===== src/rtl/mmio_timer_pkg.sv =====
// Register map constants and helpers shared by the mmio_timer block.
package mmio_timer_pkg;

  localparam logic [7:0] OFF_MTIME_LO = 8'h00;
  localparam logic [7:0] OFF_MTIME_HI = 8'h04;
  localparam logic [7:0] OFF_PRESCALE = 8'h08;
  localparam logic [7:0] OFF_STATUS   = 8'h0C;
  localparam logic [7:0] OFF_ENABLE   = 8'h10;
  localparam logic [7:0] CH_BASE      = 8'h20;
  localparam logic [7:0] CH_STRIDE    = 8'h10;

  localparam logic [3:0] OFF_CH_CMP_LO = 4'h0;
  localparam logic [3:0] OFF_CH_CMP_HI = 4'h4;
  localparam logic [3:0] OFF_CH_PERIOD = 4'h8;
  localparam logic [3:0] OFF_CH_CTRL   = 4'hC;

  localparam int unsigned CTRL_PERIODIC = 0;

  typedef enum logic [1:0] {
    CH_CMP_LO = 2'd0,
    CH_CMP_HI = 2'd1,
    CH_PERIOD = 2'd2,
    CH_CTRL   = 2'd3
  } ch_reg_e;

  function automatic logic [31:0] merge_bytes(input logic [31:0] old_word,
                                               input logic [31:0] new_word,
                                               input logic [3:0]  strb);
    logic [31:0] m;
    m = old_word;
    for (int unsigned i = 0; i < 4; i++)
      if (strb[i]) m[8*i +: 8] = new_word[8*i +: 8];
    return m;
  endfunction

endpackage


===== src/rtl/mmio_timer_channel.sv =====
// One compare channel: 64-bit cmp, match comparator and, with
// MMIO_TIMER_PERIODIC_EN defined, PERIOD/CTRL registers and the reload adder.
module mmio_timer_channel
  import mmio_timer_pkg::*;
(
  input  logic        clk24,
  input  logic        reset,
  input  logic [63:0] mtime,
  input  logic        write_en,
  input  ch_reg_e     sub,
  input  logic [31:0] write_value,
  input  logic [3:0]  write_sections,
  output logic        match,
  output logic [31:0] read_word
);

  logic [63:0] cmp;
  logic        wr_lo, wr_hi;

  assign match = mtime >= cmp;
  assign wr_lo = write_en && (sub == CH_CMP_LO);
  assign wr_hi = write_en && (sub == CH_CMP_HI);

`ifdef MMIO_TIMER_PERIODIC_EN
  logic [31:0] period;
  logic        periodic;
  logic        reload;

  assign reload = match && periodic && (period != '0);

  always_ff @(posedge clk24 or posedge reset) begin
    if (reset) begin
      period   <= '0;
      periodic <= 1'b0;
    end else begin
      if (write_en && (sub == CH_PERIOD))
        period <= merge_bytes(period, write_value, write_sections);
      if (write_en && (sub == CH_CTRL) && write_sections[0])
        periodic <= write_value[CTRL_PERIODIC];
    end
  end
`endif

  // A CPU write to either cmp half pre-empts that cycle's reload.
  always_ff @(posedge clk24 or posedge reset) begin
    if (reset)
      cmp <= '1;
    else if (wr_lo)
      cmp[31:0] <= merge_bytes(cmp[31:0], write_value, write_sections);
    else if (wr_hi)
      cmp[63:32] <= merge_bytes(cmp[63:32], write_value, write_sections);
`ifdef MMIO_TIMER_PERIODIC_EN
    else if (reload)
      cmp <= cmp + {32'd0, period};
`endif
  end

  always_comb begin
    read_word = '0;
    case (sub)
      CH_CMP_LO: read_word = cmp[31:0];
      CH_CMP_HI: read_word = cmp[63:32];
`ifdef MMIO_TIMER_PERIODIC_EN
      CH_PERIOD: read_word = period;
      CH_CTRL:   read_word = {31'd0, periodic};
`endif
      default:   read_word = '0;
    endcase
  end

endmodule


===== src/rtl/mmio_timer.sv =====
// Memory-mapped machine timer: prescaled 64-bit mtime plus NUM_CHANNELS compare
// channels. Define MMIO_TIMER_PERIODIC_EN to build PERIOD/CTRL and auto-reload.
module mmio_timer
  import mmio_timer_pkg::*;
#(
  parameter logic [31:0] BASE_ADDRESS   = 32'h8000_0000,
  parameter int unsigned NUM_CHANNELS   = 4,
  parameter int unsigned PRESCALE_WIDTH = 16
) (
  input  logic                    clk24,
  input  logic                    reset,
  input  logic [31:0]             address,
  input  logic [31:0]             write_value,
  input  logic [3:0]              write_sections,
  output logic [31:0]             read_value,
  output logic                    read_hit,
  output logic [NUM_CHANNELS-1:0] channel_irq,
  output logic                    irq
);

  localparam logic [3:0] NUM_CH4 = 4'(NUM_CHANNELS);

  logic [63:0]               mtime;
  logic [PRESCALE_WIDTH-1:0] presc_cnt;
  logic [PRESCALE_WIDTH-1:0] prescale;
  logic [NUM_CHANNELS-1:0]   status;
  logic [NUM_CHANNELS-1:0]   enable;
  logic [NUM_CHANNELS-1:0]   match_vec;
  logic [NUM_CHANNELS-1:0]   ch_sel;
  logic [NUM_CHANNELS-1:0]   status_clr;
  logic [31:0]               ch_read [NUM_CHANNELS];
  logic [31:0]               rd_word;
  logic [5:0]                word;
  logic [3:0]                ch_slot;
  logic                      in_window, do_write, ch_region, tick;
  logic                      wr_mtime_lo, wr_mtime_hi, wr_presc, wr_status, wr_enable;
  logic                      unused_addr_bits;

  assign unused_addr_bits = ^address[1:0];

  assign in_window = address[31:8] == BASE_ADDRESS[31:8];
  assign do_write  = in_window && (write_sections != '0);
  assign word      = address[7:2];
  assign ch_slot   = address[7:4] - 4'd2;
  assign ch_region = (address[7:4] >= 4'd2) && (ch_slot < NUM_CH4);

  assign wr_mtime_lo = do_write && (word == OFF_MTIME_LO[7:2]);
  assign wr_mtime_hi = do_write && (word == OFF_MTIME_HI[7:2]);
  assign wr_presc    = do_write && (word == OFF_PRESCALE[7:2]);
  assign wr_status   = do_write && (word == OFF_STATUS[7:2]);
  assign wr_enable   = do_write && (word == OFF_ENABLE[7:2]);

  assign tick = presc_cnt == prescale;

  for (genvar n = 0; n < NUM_CHANNELS; n++) begin : g_ch
    assign ch_sel[n] = in_window && ch_region && (ch_slot == 4'(n));

    mmio_timer_channel u_ch (
      .clk24          (clk24),
      .reset          (reset),
      .mtime          (mtime),
      .write_en       (ch_sel[n] && (write_sections != '0)),
      .sub            (ch_reg_e'(address[3:2])),
      .write_value    (write_value),
      .write_sections (write_sections),
      .match          (match_vec[n]),
      .read_word      (ch_read[n])
    );
  end

  // An mtime write freezes counting for that cycle and restarts the prescaler.
  always_ff @(posedge clk24 or posedge reset) begin
    if (reset) begin
      mtime     <= '0;
      presc_cnt <= '0;
      prescale  <= '0;
    end else begin
      if (wr_mtime_lo)
        mtime[31:0] <= merge_bytes(mtime[31:0], write_value, write_sections);
      else if (wr_mtime_hi)
        mtime[63:32] <= merge_bytes(mtime[63:32], write_value, write_sections);
      else if (tick)
        mtime <= mtime + 64'd1;

      if (wr_mtime_lo || wr_mtime_hi || wr_presc || tick)
        presc_cnt <= '0;
      else
        presc_cnt <= presc_cnt + 1'b1;

      if (wr_presc)
        prescale <= PRESCALE_WIDTH'(merge_bytes(32'(prescale), write_value, write_sections));
    end
  end

  assign status_clr = wr_status ? NUM_CHANNELS'(merge_bytes('0, write_value, write_sections))
                                : '0;

  // A match in the same cycle as a W1C keeps the bit set.
  always_ff @(posedge clk24 or posedge reset) begin
    if (reset) begin
      status <= '0;
      enable <= '0;
    end else begin
      status <= (status & ~status_clr) | match_vec;
      if (wr_enable)
        enable <= NUM_CHANNELS'(merge_bytes(32'(enable), write_value, write_sections));
    end
  end

  always_comb begin
    rd_word = '0;
    if (ch_region) begin
      for (int unsigned n = 0; n < NUM_CHANNELS; n++)
        if (ch_sel[n]) rd_word = ch_read[n];
    end else begin
      case (word)
        OFF_MTIME_LO[7:2]: rd_word = mtime[31:0];
        OFF_MTIME_HI[7:2]: rd_word = mtime[63:32];
        OFF_PRESCALE[7:2]: rd_word = 32'(prescale);
        OFF_STATUS[7:2]:   rd_word = 32'(status);
        OFF_ENABLE[7:2]:   rd_word = 32'(enable);
        default:           rd_word = '0;
      endcase
    end
  end

  always_ff @(posedge clk24 or posedge reset) begin
    if (reset) begin
      read_value  <= '0;
      read_hit    <= 1'b0;
      channel_irq <= '0;
      irq         <= 1'b0;
    end else begin
      read_hit    <= in_window;
      read_value  <= in_window ? rd_word : '0;
      channel_irq <= status & enable;
      irq         <= |(status & enable);
    end
  end

endmodule


===== config.mk =====
export PLATFORM = sky130hd
export DESIGN_NAME = mmio_timer
export DESIGN_NICKNAME = d
export VERILOG_FILES = /design/src/rtl/mmio_timer_pkg.sv /design/src/rtl/mmio_timer_channel.sv /design/src/rtl/mmio_timer.sv
export SDC_FILE = /design/constraint.sdc
export NUM_CORES = 1
export LEC_CHECK = 0
export BUFFER_PORTS_ARGS = -buffer_cell sky130_fd_sc_hd__buf_4
export CAP_MARGIN = 0
export CORE_UTILIZATION = 60
export CTS_BUF_LIST = sky130_fd_sc_hd__clkbuf_8
export DETAILED_ROUTE_END_ITERATION = 6
export GPL_ROUTABILITY_DRIVEN = 0
export GPL_TIMING_DRIVEN = 0
export PLACE_DENSITY = 0.77
export REMOVE_ABC_BUFFERS = 1
export SLEW_MARGIN = 20
export SYNTH_ARGS = -nofsm -noshare
export SYNTH_HDL_FRONTEND = slang
export SYNTH_SLANG_ARGS = --single-unit

===== constraint.sdc =====
create_clock -name clk24 -period 17.1 [get_ports clk24]
set_clock_uncertainty 0.1 [all_clocks]
set_input_delay 1.71 -clock clk24 [delete_from_list [all_inputs] [get_ports clk24]]
set_output_delay 1.71 -clock clk24 [all_outputs]
set_load 0.02 [all_outputs]

* After elaboration in Yosys (flattened, before gate mapping)
Index checks and enable logic that the tools add are counted.
** Operators by class
- Bitwise operators :: 9
- Reduce and logical (&&, ||, !) cells :: 77
- Add/subtract/negate cells :: 3
- Order comparisons :: 6
- Equality and inequality tests :: 19
- Multiplexer cells :: 22
** Operator list (count)
- $mux 32 :: 9
- $ge 64x64->1 :: 4
- $pmux 32 s2 :: 4
- $pmux 32 s5 :: 1
- $reduce_and 3->1 :: 24
- $add 64x1->64 const B :: 1
- $mux 64 :: 1
- $reduce_and 2->1 :: 19
- $mux 8 :: 4
- $eq 24x24->1 const B :: 1
- $logic_and 1x1->1 :: 24
- $ne 2x2->1 const B :: 9
- $add 16x1->16 const B :: 1
- $eq 16x16->1 :: 1
- $mux 16 :: 1
- $eq 6x2->1 const B :: 2
- $and 4x4->4 :: 2
- $eq 4x2->1 const B :: 2
- $mux 4 :: 2
- $eq 6x1->1 const B :: 1
- $eq 6x3->1 const B :: 1
- $logic_not 6->1 :: 1
- $not 1->1 :: 5
- $eq 4x1->1 const B :: 1
- 12 further kinds :: 15
** Word-level totals
- Logic and storage cells :: 185
- Output and inout port bits :: 38
- Register bits after elaboration :: 398
- Input bits :: 70

* Depth between registers and ports, before layout
Gate-level depths: netlist (run 1).
- Word-level depth :: 11
- Gate-level depth with buffers :: 12
- Gate-level depth less buffers :: 9

* Modules after synthesis
Synthesis (run 1) repeated with hierarchy kept, for this count alone.
** Unflattened totals
- Cells, all modules :: 3004
- Area total of the unflattened synthesis :: 27552.7 sq um
** By module, submodules not included
- mmio_timer_channel :: cells each 476, area each 4504.3 sq um, instances 4, seq. area each 1681.6 sq um
- mmio_timer :: cells each 1100, area each 9535.4 sq um, instances 1, seq. area each 3553.4 sq um

* Worst setup path after synthesis (run 1)
Ideal clock, no wire load.
- Path type :: input -> register
- Start point :: input address[5]
- End point :: register g_ch[3].u_ch.cmp[51]
- Required time :: 16915 ps
- Cell stages on the path :: 11
- Setup time :: 85 ps
- Buffers on the path :: 3
- Data arrival time :: 4212 ps
- Path slack :: 12703 ps
- Cell sequence :: buf_2 inv_1 buf_1 ha_1 a311o_1 a2111oi_4 buf_2 nand3_1 nor2_2 nand2_2 mux2_1
** On the way
- Word-level cells in the longest chain between the ends :: 9
- Elaborated cells between the ends (all ways) :: 12
- Those cells by class :: 1 x add/sub; 2 x order compare; 1 x eq/ne; 1 x bitwise; 7 x reduce/logical
** RTL lines
- from (decl) :: line mmio_timer.sv:12 : input logic [31:0] address,
- $sub 4x2->4 :: line mmio_timer.sv:44 : assign ch_slot = address[7:4] - 4'd2;
- $lt 4x3->1 :: line mmio_timer.sv:45 : assign ch_region = (address[7:4] >= 4'd2) && (ch_slot < NUM_CH4);
- $logic_and 1x1->1 :: line mmio_timer.sv:45
- $logic_and 1x1->1 :: line mmio_timer.sv:56 : assign ch_sel[n] = in_window && ch_region && (ch_slot == 4'(n));
- $logic_and 1x1->1 * :: line mmio_timer.sv:56
- $logic_and 1x1->1 * :: line mmio_timer.sv:62 : .write_en (ch_sel[n] && (write_sections != '0)),
- $logic_and 1x1->1 :: line mmio_timer_channel.sv:21 : assign wr_lo = write_en && (sub == CH_CMP_LO);
- $not 1->1 (no line)
- $reduce_and 3->1 (no line) *
- to (signal assigned) :: line mmio_timer_channel.sv:51 : cmp[63:32] <= merge_bytes(cmp[63:32], write_value, write_sections);
- to (decl) :: line mmio_timer_channel.sv:17 : logic [63:0] cmp;
Every way passes the cells marked *; elsewhere a longest branch is shown, timed or not.
A chain may end at the register's enable or synchronous reset.

* Worst setup path after layout (run 1)
- Start point :: input address[5]
- End point :: register read_value[31]
** On the way
- Word-level cells in the longest chain between the ends :: 11
- Elaborated cells between the ends (all ways) :: 25
- Those cells by class :: 1 x add/sub; 2 x order compare; 7 x eq/ne; 7 x mux; 8 x reduce/logical
** RTL lines
- $sub 4x2->4 :: line mmio_timer.sv:44
- $lt 4x3->1 :: line mmio_timer.sv:45
- $logic_and 1x1->1 :: line mmio_timer.sv:45
- $logic_and 1x1->1 (2 in series) :: line mmio_timer.sv:56
- $mux 32 (4 in series) :: line mmio_timer.sv:114 : if (ch_sel[n]) rd_word = ch_read[n];
- $mux 32 * :: line mmio_timer.sv:112 : if (ch_region) begin
- $mux 32 * :: line mmio_timer.sv:135 : read_value <= in_window ? rd_word : '0;
- to (signal assigned) :: line mmio_timer.sv:135
- to (decl) :: line mmio_timer.sv:15 : output logic [31:0] read_value,
Marked as above.

==> run_results.csv, run 1 <==
group,metric,value,unit
yosys,synth_compound_area_frac,0.1428,
power,internal_power,1417,uW
critical_path,path_cells,"buf_4, inv_1, ha_1, a311o_1, a21oi_2, nand2_1, nor4_2, a22oi_1, a21oi_1",
critical_path,cp_top_family,"simple AND/OR/NAND/NOR gates",
yosys,synth_top_family_by_area,"multiplexers",
power,seqPwrFrac,0.497,
final_layout,final_util,0.6691,
yosys,synth.avg_cell_area,10.10,um2
flow_run,drv_cap,0,
power,p_switching,487.8,uW
clock_tree,numCtsBuffers,70,
critical_path,critPathBufInv,2,
sta,maxSlewViolCount,0,
final_layout,drive_above_1_share,0.2898,
grt,antenna_found_initial,5,
yosys,ys.warnings.count,0,
final_layout,final_area,0.02876,mm2
yosys,synth_area,0.02611,mm2
grt,grt_max_degree,106,
clock_tree,hold_buffers,0,
detailed_routing,routed_wl,86450,um
sta,finalCritPeriodShare,0.3766,
critical_path,critPathSlowestCell,"nor4_2",
placed_design,dp_cells,3173,
clock_tree,cts_tree,"done",
yosys,yosys.area.top_type_share,0.2576,
yosys,synthFlopType,"dfstp_2",
yosys,synthSimpleGateAreaFrac,0.1103,
yosys,yosysSeqAreaShare,0.3937,
yosys,synthMuxAreaShare,0.1611,
sta,finalHoldViolations,0,
grt,grt_pass1_vias,21706,
final_layout,syn2layout_area_growth,10.13,%
sta,slew_headroom,0.1779,
yosys,synth_fa_ha_area_frac,0.1246,
run_status,status,"finished, violations left",
critical_path,slowest_delay,960,ps
detailed_routing,drtAntennaViolNets,0,
yosys,synth_cells,2585,
clock_tree,clk_pin_slew,60,ps
detailed_routing,drt_iter0_drc,3189,
floorplan,rows,76,
power,clock_power_share,0.447,
sta,finalSetupTns,0,ps
clock_tree,clock_latency,680,ps
sta,hold_ws,390.2,ps
clock_tree,cts_resized,0,
final_layout,nets,2990,
power,netSwitchingFraction,0.2560,
placed_design,portBuffers,105,
power,p_leak,0.01245,uW
critical_path,cp_data_arrival_time,6850,ps
detailed_routing,first_pass_iters,7,
sta,setup_violations,0,
yosys,synth_area_leader_cell,"dfstp_2",
critical_path,crit_path_end_kind,"flip-flop",
yosys,synth-xor-area-share,0.01006,
hold_path,worstHoldStart,"g_ch[3].u_ch.cmp[1]",
floorplan,die_x,210.6,um
power,ir_drop,0.04787,mV
floorplan,core_area,0.04298,mm2
clock_tree,post_cts_buffers,0,
grt,overflow,0,
sta,finalCriticalPeriod,6440,ps
yosys,synthArstFlopShare,1.000,
hold_path,min_path_type,"flip-flop to flip-flop",
clock_tree,cts_sinks,398,
grt,grt_pass1_wl,129100,um
power,pwr-share-comb,0.056,
placed_design,dpl_cell_area,0.02743,mm2
floorplan,start_util,0.6076,
detailed_routing,avgRoutedWirePerCell,26.19,um
critical_path,worstSetupPathType,"input port to flip-flop",
yosys,synth_edf_count,0,
grt,track_usage,0.3905,
placed_design,dp_hpwl,62290,um
clock_tree,cts_root_buf,"clkbuf_8",
run_status,violations,"DRC",
detailed_routing,avgViaCountPerCell,6.849,
critical_path,crit_path_max_fanout,27,
sta,fmax,0.1553,GHz
floorplan,die_area,0.04436,mm2
critical_path,r2r_start,"prescale[1]",
floorplan,ios,108,
sta,grt_setup_unrepaired,"false",
yosys,synthTopCellsByArea,"dfstp_2, dfrtp_1, ha_1",
clock_tree,cts_htree_levels,3,
final_layout,layout.cells.non_filler,3301,
power,power_density,66.24,mW/mm2
detailed_routing,vias,22609,
yosys,synth.distinct_cells,81,
yosys,ys_ff_latch,398,
detailed_routing,drcViolationCount,28,
critical_path,start_kind,"input port",
clock_tree,max-clock-path-buffers,3,
floorplan,die_h,210.6,um
critical_path,cp-startpoint,"address[5]",
critical_path,cp.required,17510,ps
sta,tightest_slew,1220,ps
-- routing by layer --
layer	track usage	vias up	wire length (um)
met5	0	-	92
met3	0.1180	382	11760
met1	0.5093	11022	32050
met2	0.5796	1618	37360
li1	-	9579	-
met4	0.2184	8	5187
-- cell families after synthesis --
| kind of cell | after synthesis |
|---|---|
| AOI/OAI and AO/OA | 587 |
| xor gates and xnor gates | 30 |
| adders and majority gates | 260 |
| buffers and inverters | 387 |
| DFF | 398 |
| muxes | 353 |
| and+or+nand+nor | 570 |
-- sequential cells by signal, summed over array words and instances, names as in the netlist --
| signal | count |
|---|---|
| mtime | 64 |
| read_hit | 1 |
| status | 4 |
| irq | 1 |
| g_ch.u_ch.cmp | 256 |
| channel_irq | 4 |
| enable | 4 |
| presc_cnt | 16 |
| read_value | 32 |
| prescale | 16 |
-- cell type report --
cell class / count / area, um2
well taps: 585 / 732.0
multi-input cells: 1800 / 14380
clock buffers: 80 / 1101
diodes: 4 / 10.01
clock inverters: 44 / 210.2
repair buffers: 117 / 1016
fillers: 3369 / 14220
inverters: 273 / 1032
flip-flops and latches: 398 / 10280
-- cell usage after synthesis (50+ instances only) --
cell type,instances
a21oi_1,181
o21ai_0,124
nand2_1,181
nand3_1,50
dfstp_2,256
ha_1,260
mux2i_1,76
nor2_1,116
inv_1,272
nand4_1,67
clkbuf_1,76
mux2_2,246
dfrtp_1,142
-- layout by cell type (no fill, tap or decap), types with 24 or more instances in the layout --
| cell | n |
|---|---|
| buf_4 | 105 |
| a22oi_1 | 29 |
| dfrtp_1 | 142 |
| o21ai_0 | 124 |
| mux2_2 | 246 |
| nand4_1 | 67 |
| a21o_1 | 34 |
| mux2i_1 | 76 |
| xor2_1 | 24 |
| nand2_1 | 181 |
| nand3_1 | 50 |
| dfstp_2 | 256 |
| ha_1 | 260 |
| mux4_2 | 29 |
| a21oi_1 | 180 |
| clkbuf_8 | 80 |
| nor2_1 | 111 |
| inv_1 | 303 |
| o22ai_1 | 47 |
-- tightest hold or removal path: stages (launching register included) --
cell and delay, ps:
dfstp_2 370, nand2_1 40, o21ai_0 60
-- power groups by stage --
stage                     sequential, uW  clock (uW)  combinational (uW)
after global routing                 946         900                 111
after detailed placement             961           0                 103
after global placement               960           0                96.7
after CTS                            947         857                 103
after floorplan                      960           0                38.3
final                                947         851                 107
-- stage by stage --
step	total power, uW	setup WS, ps
after floorplan	998.1	4646
after global placement	1057	454.3
after CTS	1907	10970
after global routing	1958	10970
after detailed placement	1064	10290
final	1905	10660
-- final timing paths --
| path | endpoint | slack (ps) | cells past startpoint |
|---|---|---|---|
| hold reg to reg | g_ch[3].u_ch.cmp[1] | 390 | 2 |
| hold / removal | g_ch[3].u_ch.cmp[1] | 390 | 2 |
| min in group asynchronous | presc_cnt[5] | 930 | 2 |
| setup reg to reg | mtime[26] | 13520 | 7 |
| setup / recovery | read_value[31] | 10660 | 9 |
| max in group asynchronous | g_ch[3].u_ch.cmp[24] | 14710 | 4 |
(Power assumes the default switching activity.)
==> run 2: changes to the inputs <==
--- a/config.mk
+++ b/config.mk
@@ -7,12 +7,12 @@
 export LEC_CHECK = 0
 export BUFFER_PORTS_ARGS = -buffer_cell sky130_fd_sc_hd__buf_4
 export CAP_MARGIN = 0
-export CORE_UTILIZATION = 60
+export CORE_UTILIZATION = 59
 export CTS_BUF_LIST = sky130_fd_sc_hd__clkbuf_8
 export DETAILED_ROUTE_END_ITERATION = 6
 export GPL_ROUTABILITY_DRIVEN = 0
 export GPL_TIMING_DRIVEN = 0
-export PLACE_DENSITY = 0.77
+export PLACE_DENSITY = 0.79
 export REMOVE_ABC_BUFFERS = 1
 export SLEW_MARGIN = 20
 export SYNTH_ARGS = -nofsm -noshare
==> constraint.sdc (replaced) <==
create_clock -name clk24 -period 5.22 [get_ports clk24]
set_clock_uncertainty 0.1 [all_clocks]
set_input_delay 0.522 -clock clk24 [delete_from_list [all_inputs] [get_ports clk24]]
set_output_delay 0.522 -clock clk24 [all_outputs]
set_load 0.02 [all_outputs]
==> run_results.csv, run 2 (synthesis gave the netlist of run 1 again) <==
group,metric,value,unit
run_status,status,"finished, violations left",
run_status,violations,"setup timing",
critical_path,start_kind,"input port",
final_layout,largest_reg_flops,256,
detailed_routing,routed_wl,87090,um
clock_tree,max-clock-path-buffers,3,
sta,fin_ws,-239.8,ps
final_layout,top_register,"g_ch.u_ch.cmp",
sta,slew_headroom,0.1720,
final_layout,final_area,0.02899,mm2
detailed_routing,avgRoutedWirePerCell,26.39,um
critical_path,cp.required,5630,ps
floorplan,start_util,0.6022,
detailed_routing,drcViolationCount,0,
clock_tree,clk_pin_slew,60,ps
final_layout,reg_top3,"g_ch.u_ch.cmp (256), mtime (64), read_value (32)",
final_layout,layout_commonest_cell,"inv_1",
floorplan,ios,108,
clock_tree,cts_root_buf,"clkbuf_8",
sta,fmax,0.1832,GHz
power,p_leak,0.01252,uW
grt,grt_pass1_vias,22279,
final_layout,final_cell_mix,"inv_1, ha_1, dfstp_2",
grt,track_usage,0.3922,
sta,finalCritPeriodShare,1.046,
critical_path,crit_path_max_fanout,27,
grt,grt_max_degree,105,
sta,tightest_slew,1229,ps
clock_tree,cts_tree,"done",
floorplan,die_area,0.04511,mm2
sta,finalCriticalPeriod,5460,ps
grt,antenna_found_initial,3,
sta,grt_setup_unrepaired,"false",
detailed_routing,vias,22557,
floorplan,rows,76,
placed_design,dpl_cell_area,0.02744,mm2
sta,hold_ws,43.24,ps
critical_path,cp_data_arrival_time,5870,ps
sta,setup_violations,3,
placed_design,dp_hpwl,62290,um
critical_path,crit_path_end_kind,"flip-flop",
placed_design,portBuffers,105,
detailed_routing,first_pass_iters,7,
clock_tree,numCtsBuffers,70,
floorplan,die_x,212.4,um
clock_tree,post_cts_buffers,0,
power,totalPowerFinal,6648,uW
clock_tree,cts_htree_levels,3,
floorplan,core_area,0.04336,mm2
clock_tree,clock_latency,680,ps
final_layout,syn2layout_area_growth,11.01,%
sta,maxSlewViolCount,0,
floorplan,die_h,212.4,um
hold_path,min_path_type,"input port to flip-flop",
power,ir_drop,0.1866,mV
detailed_routing,drt_iter0_drc,3176,
detailed_routing,avgViaCountPerCell,6.835,
final_layout,seqCellArea,0.01028,mm2
flow_run,drv_cap,0,
final_layout,nets,2991,
grt,overflow,0,
grt,grt_pass1_wl,131300,um
final_layout,drive_above_1_share,0.2960,
critical_path,worstSetupPathType,"input port to flip-flop",
final_layout,fillers,3335,
clock_tree,cts_sinks,398,
detailed_routing,drtAntennaViolNets,0,
sta,finalSetupTns,-411.0,ps
critical_path,reg2reg_setup_slack,1760,ps
power,power_density,229.3,mW/mm2
final_layout,multi_input_area,0.01439,mm2
sta,finalHoldViolations,0,
==> run 2: cell count changes in the layout (fill, tap and decap cells not counted), moves of 2 or more <==
cell / delta
clkinv_2: +2
clkbuf_8: +11
bufinv_16: +4
inv_1: -16
diode_2: -2
==> run 2: path summary, 6_finish.rpt <==
path                                      from                    to  depth (start not counted)
max in group asynchronous                reset        read_value[25]                          5
max reg2reg                        prescale[1]             mtime[26]                          7
min reg2reg                g_ch[3].u_ch.cmp[1]   g_ch[3].u_ch.cmp[1]                          2
max                                 address[5]        read_value[31]                          9
min in group asynchronous                reset         read_value[5]                          3
min                            write_value[18]  g_ch[0].u_ch.cmp[50]                          3
==> run 2: worst max-delay path, stage by stage <==
cell and delay [ps]:
buf_4 420, inv_1 670, ha_1 490, a311o_1 400, a21oi_2 760, nand2_1 870, nor4_2 1070, a22oi_1 200
a21oi_1 440
==> run 2: final cells by class <==
class	count	share of cell area
diodes	2	0.0001726
clock buffers	91	0.04320
clock inverters	33	0.009409
inverters	273	0.03561
multi-input cells	1800	0.4962
flip-flops and latches	398	0.3546
well taps	585	0.02525
repair buffers	118	0.03552
==> run 2: stage by stage <==
step           utilization  cells  worst slack, ps
3_5_place_dp        0.6328   3173           -497.0
2_1_floorplan            -   2471            -6046
5_1_grt             0.6684   3298            62.91
6_report            0.6685   3300           -239.8
4_1_cts             0.6682   3298            244.4
3_3_place_gp        0.6263   3161           -10210
==> run 2: per-layer routing <==
layer,vias to the layer above,track usage,share of wire
met5,-,0.01112,0.00072
met4,6,0.2471,0.071
met3,446,0.1284,0.13
met2,1565,0.5783,0.43
met1,10950,0.4951,0.37
li1,9590,-,-
==> run 2: repair_timing <==
action	CTS	global route
hold buffers	1	0
setup endpoints to repair	0	1
resized for setup	0	1
endpoints found under the hold margin	34	0
==> run 2: where the power goes <==
group	total, uW	internal [uW]	leakage [uW]	switching [uW]
clock	3200	1810	0.000853	1390
combinational	352	102	0.00717	250
sequential	3100	3100	0.00449	4.16
